$ cat src/rtl/vec_alu_pipe.sv
// rtl/vec_alu_pipe.sv - registered multi-lane vector ALU stage with masked reduction-sum
//
// Ports:
//   clk, rst        rising-edge clock, synchronous active-high reset
//   stg_en          stage enable; low freezes every register and blocks both handshakes
//   in_valid/in_ready, in1, in2, alu_control, vmask
//                   operand bundle; lane i of in1/in2 sits at [i*XLEN +: XLEN]
//   out_valid/out_ready, alu_result, zero_flag, all_zero, illegal_op
//                   registered result bundle, held stable until consumed
module vec_alu_pipe #(
    parameter int XLEN  = 32,
    parameter int LANES = 4,
    parameter int SHW   = $clog2(XLEN)
) (
    input  logic                  clk,
    input  logic                  rst,
    input  logic                  stg_en,
    input  logic                  in_valid,
    output logic                  in_ready,
    input  logic [LANES*XLEN-1:0] in1,
    input  logic [LANES*XLEN-1:0] in2,
    input  logic [3:0]            alu_control,
    input  logic [LANES-1:0]      vmask,
    output logic                  out_valid,
    input  logic                  out_ready,
    output logic [LANES*XLEN-1:0] alu_result,
    output logic [LANES-1:0]      zero_flag,
    output logic                  all_zero,
    output logic                  illegal_op
);

    localparam logic [3:0] OP_AND    = 4'd0;
    localparam logic [3:0] OP_OR     = 4'd1;
    localparam logic [3:0] OP_ADD    = 4'd2;
    localparam logic [3:0] OP_SUB    = 4'd3;
    localparam logic [3:0] OP_SEQ    = 4'd4;
    localparam logic [3:0] OP_SLL    = 4'd5;
    localparam logic [3:0] OP_SRL    = 4'd6;
    localparam logic [3:0] OP_XOR    = 4'd7;
    localparam logic [3:0] OP_REDSUM = 4'd8;

    localparam int IDXW = (LANES > 1) ? $clog2(LANES) : 1;
    localparam logic [IDXW-1:0] LAST_IDX = IDXW'(LANES - 1);

    typedef enum logic [1:0] {
        S_IDLE   = 2'd0,
        S_REDUCE = 2'd1,
        S_DONE   = 2'd2
    } state_t;

    state_t state;
    state_t state_next;

    // Operands captured for the reduction, since the source may move on after accept.
    logic [LANES*XLEN-1:0] red_data;
    logic [LANES-1:0]      red_mask;
    logic [XLEN-1:0]       acc;
    logic [IDXW-1:0]       idx;
    logic [XLEN-1:0]       red_lane;

    logic accept;
    logic out_fire;
    logic op_illegal;
    logic op_redsum;

    logic [LANES*XLEN-1:0] ew_result;
    logic [LANES-1:0]      ew_zero;
    logic                  ew_all_zero;
    logic [XLEN-1:0]       lane_a;
    logic [XLEN-1:0]       lane_b;
    logic [XLEN-1:0]       lane_r;

    assign in_ready   = stg_en & ~rst & (state == S_IDLE) & (~out_valid | out_ready);
    assign accept     = in_valid & in_ready;
    assign out_fire   = stg_en & out_valid & out_ready;
    assign op_illegal = (alu_control > OP_REDSUM);
    assign op_redsum  = (alu_control == OP_REDSUM);
    assign red_lane   = red_data[idx*XLEN +: XLEN];

    // Element-wise datapath, evaluated straight from the input bus so the
    // result registers can load on the accept edge itself.
    always_comb begin
        ew_result   = '0;
        ew_zero     = '0;
        ew_all_zero = ~op_illegal;
        lane_a      = '0;
        lane_b      = '0;
        lane_r      = '0;
        for (int i = 0; i < LANES; i++) begin
            lane_a = in1[i*XLEN +: XLEN];
            lane_b = in2[i*XLEN +: XLEN];
            case (alu_control)
                OP_AND:  lane_r = lane_a & lane_b;
                OP_OR:   lane_r = lane_a | lane_b;
                OP_ADD:  lane_r = lane_a + lane_b;
                OP_SUB:  lane_r = lane_a - lane_b;
                OP_SEQ:  lane_r = {{(XLEN-1){1'b0}}, (lane_a == lane_b)};
                OP_SLL:  lane_r = lane_a << lane_b[SHW-1:0];
                OP_SRL:  lane_r = lane_a >> lane_b[SHW-1:0];
                OP_XOR:  lane_r = lane_a ^ lane_b;
                default: lane_r = '0;
            endcase
            if (op_illegal) begin
                ew_result[i*XLEN +: XLEN] = '0;
            end else if (vmask[i]) begin
                ew_result[i*XLEN +: XLEN] = lane_r;
                ew_zero[i]                = (lane_r == '0);
                ew_all_zero               = ew_all_zero & (lane_r == '0);
            end else begin
                // Inactive lanes pass operand A through and do not vote in all_zero.
                ew_result[i*XLEN +: XLEN] = lane_a;
            end
        end
    end

    always_ff @(posedge clk) begin
        if (rst) begin
            state <= S_IDLE;
        end else if (stg_en) begin
            state <= state_next;
        end
    end

    always_comb begin
        state_next = state;
        case (state)
            S_IDLE: begin
                if (accept && op_redsum) begin
                    state_next = S_REDUCE;
                end
            end
            S_REDUCE: begin
                if (idx == LAST_IDX) begin
                    state_next = S_DONE;
                end
            end
            S_DONE: begin
                state_next = S_IDLE;
            end
            default: begin
                state_next = S_IDLE;
            end
        endcase
    end

    always_ff @(posedge clk) begin
        if (rst) begin
            red_data   <= '0;
            red_mask   <= '0;
            acc        <= '0;
            idx        <= '0;
            out_valid  <= 1'b0;
            alu_result <= '0;
            zero_flag  <= '0;
            all_zero   <= 1'b0;
            illegal_op <= 1'b0;
        end else if (stg_en) begin
            if (out_fire) begin
                out_valid <= 1'b0;
            end
            case (state)
                S_IDLE: begin
                    if (accept) begin
                        if (op_redsum) begin
                            red_data <= in1;
                            red_mask <= vmask;
                            acc      <= in2[XLEN-1:0];
                            idx      <= '0;
                        end else begin
                            alu_result <= ew_result;
                            zero_flag  <= ew_zero;
                            all_zero   <= ew_all_zero;
                            illegal_op <= op_illegal;
                            out_valid  <= 1'b1;
                        end
                    end
                end
                S_REDUCE: begin
                    if (red_mask[idx]) begin
                        acc <= acc + red_lane;
                    end
                    idx <= (idx == LAST_IDX) ? '0 : idx + 1'b1;
                end
                S_DONE: begin
                    // Result lane 0 carries the sum; every other lane and flag reads zero.
                    alu_result             <= '0;
                    alu_result[XLEN-1:0]   <= acc;
                    zero_flag              <= '0;
                    zero_flag[0]           <= (acc == '0);
                    all_zero               <= (acc == '0);
                    illegal_op             <= 1'b0;
                    out_valid              <= 1'b1;
                end
                default: begin
                end
            endcase
        end
    end

endmodule
$ cat config.mk
export PLATFORM = sky130hd
export DESIGN_NAME = vec_alu_pipe
export DESIGN_NICKNAME = d
export VERILOG_FILES = /design/src/rtl/vec_alu_pipe.sv
export SDC_FILE = /design/constraint.sdc
export NUM_CORES = 2
export LEC_CHECK = 0
export CORE_MARGIN = 2
export CORE_UTILIZATION = 39
export DETAILED_ROUTE_END_ITERATION = 12
export PLACE_DENSITY = 0.63
export SLEW_MARGIN = 20
export SYNTH_ARGS = -nofsm -noshare
export SYNTH_HDL_FRONTEND = slang
export SYNTH_SLANG_ARGS = --single-unit
$ cat constraint.sdc
create_clock -name clk -period 10.4 [get_ports clk]
set_clock_uncertainty 0.15 [all_clocks]
set_input_delay 3.12 -clock clk [delete_from_list [all_inputs] [get_ports clk]]
set_output_delay 3.12 -clock clk [all_outputs]
set_load 0.005 [all_outputs]
==> impl_metrics.toml <==
[run_status]
outcome = "completed"

[drt]
wl_per_cell_um = 36.5
drt-initial-drc-count = 10979
drcViolationCount = 0
dr.pass1.iters = 10
via_per_inst = 7.13
routed_wl_um = 334000
via_count = 65204
ant_nets = 0

[power_and_ir_drop]
p_per_area_nw_per_um2 = 91.1
p_total_mw = 5.41
p_leak_nw = 22.9
peakVddDrop_v = 0.000132

[logic_synthesis]
yosysUniqueCellTypes = 99
async_reset_ff_frac = 0
synthCells = 7263
syn_nets = 7966
synth_common_cells = "842 x nand2_1, 769 x nor2_1, 698 x a21oi_1, 496 x clkbuf_1, 425 x ha_1"
synth.cell_area_sq_um = 52000
yosysMostFrequentCell = "nand2_1"
synthFlopType = "dfxtp_1"
ys_seq_elements = 303
synth_edf_count = 0
yosys_warnings = 0
yosysTopAreaCell = "dfxtp_1"
syn-mean-instance-area_sq_um = 7.17
synth_top_area_frac = 0.117
synthTopCellsByArea = "dfxtp_1 12%, ha_1 10%, mux4_2 9.7%, a21oi_1 6.7%, nand2_1 6.1%"
seq_area_frac_synth = 0.117

[place]
gp_congestion = 1.10
io_buffers = 404
place_hpwl_um = 257000
dpl-instance-area_sq_um = 58000
post-place-ws_ps = 713

[layout]
nets = 8045
final_area_sq_um = 59400
synthToLayoutAreaGrowth_pct = 14.1
drive_above_1_share = 0.113

[floorplanning]
ios = 405
initial_core_util = 0.391
core_sq_um = 133000
die_h_um = 369
rows = 134
die_w_um = 369
die_area_sq_um = 136000

[critical_path]
cp_cell_sequence = "clkdlybuf4s50_1, ha_1, fa_1, a211oi_1, o21ai_0, a2111oi_0, o31ai_1, xnor2_1, a211oi_1, and2_1, nand4_1, nor4bb_1, nand4_1, nor4_1, a2bb2oi_1, a31o_1"
cp_max_fo = 8
cpMaxStageDelayCell = "nor4_1"
cp.buffers_inverters = 1
cpLargestDelayFamily = "compound AO/OA/AOI/OAI gates"
cp-start-kind = "input pin"
cpPeakStageDelay_ps = 930
crit_arrival_ps = 9810
end_kind = "flop"
path_class = "input pin to flop"
cp.required_ps = 10830

[clock_tree]
hold_buffers = 0
cts-root-buf = "clkbuf_16"
clkTransAtPathRegs_ps = 60
h-tree-depth = 2
clock_latency_ps = 630
post_cts_buffers = 0
postCtsResizedCells = 0
cts_buffer_depth = 3
cts_tree = "yes"
cts_sinks = 303
cts_buffers = 39

[sta]
holdWs_ps = 299
hold_viol = 0
setup_viol = 0
final.min_clock_period_ps = 9380
fin_crit_sh = 0.902
drv_slew = 0
relSlewSlack = 0.100
fmax_mhz = 107
worstMarginPinSlew_ps = 1340
rsz0062_at_grt = "false"
worst_slack_ps = 1020
fin_setup_tns_ps = 0

[grt]
grt_pass1_vias = 59960
grtUsageTotal = 0.467
grt_max_degree = 216
overflow = 0
grt_pass1_wl_um = 463000
antenna_found_initial = 23

[run]
maxCapViolCount = 0

[worst_hold_path]
holdCritPathClass = "flop to flop"
-- sequential cells by signal (all words and copies together) (netlist names), 2 cells and up --
| register | flops |
|---|---|
| idx | 2 |
| zero_flag | 4 |
| alu_result | 128 |
| state | 2 |
| red_data | 128 |
| acc | 32 |
| red_mask | 4 |
-- final timing paths --
kind,startpoint,endpoint,slack [ps],cells after the start
max,in1[64],all_zero,1020,16
min,alu_result[44],alu_result[44],300,2
max reg2reg,idx[0],acc[31],5210,16
min reg2reg,alu_result[44],alu_result[44],300,2
-- logic make-up after synthesis --
logic type	share of synthesized area
mux	0.162
simple gates	0.221
compound gates	0.302
fa+ha+maj	0.106
xor+xnor	0.0125
buf+inv	0.0802
flops	0.117
-- cell usage in the layout, fill, tap and decap left out, types with 66 or more instances in the layout --
master,instances
nand2_1,841
nor2_1,766
a21oi_1,697
ha_1,425
inv_1,392
clkdlybuf4s50_1,380
o21ai_0,335
dfxtp_1,302
buf_4,288
mux4_2,225
nor3_1,212
mux2i_1,210
a211oi_1,191
o211ai_1,132
nand3_1,126
mux2_2,107
nand4_1,83
nor4_1,79
a221oi_1,77
a21o_1,66
-- metal layers --
| metal | vias up | track usage | routed length [um] |
|---|---|---|---|
| li1 | 27240 | - | - |
| met1 | 31513 | 0.600 | 127000 |
| met2 | 5187 | 0.686 | 137000 |
| met3 | 1248 | 0.129 | 42000 |
| met4 | 16 | 0.297 | 26900 |
| met5 | - | 0 | 112 |
-- metrics by stage --
step | utilization | instances
after CTS | 0.446 | 9133
after detailed placement | 0.436 | 9066
after global placement | 0.436 | 9066
final | 0.446 | 9146
after global routing | 0.446 | 9136
after floorplan | - | 7263
-- final cells by class --
class                   instances  area, sq um
fillers                     13788        73600
multi-input cells            5895        42000
repair buffers                696         6230
flip-flops and latches        303         6070
well taps                    1768         2210
inverters                     407         1530
clock buffers                  49         1040
clock inverters                18          251
diodes                         10         25.0
-- worst min-delay path, delay by kind of cell (launching register included) --
| family | cells | cell delay [ps] |
|---|---|---|
| DFF | 1 | 300 |
| AOI/OAI and AO/OA | 1 | 50 |
| and+or+nand+nor | 1 | 50 |
-- where the power goes --
group,internal [mW],switching (mW)
logic,0.910,1.87
registers,1.18,0.0116
clock network,0.838,0.606
total,2.92,2.49
(Power assumes the default switching activity.)
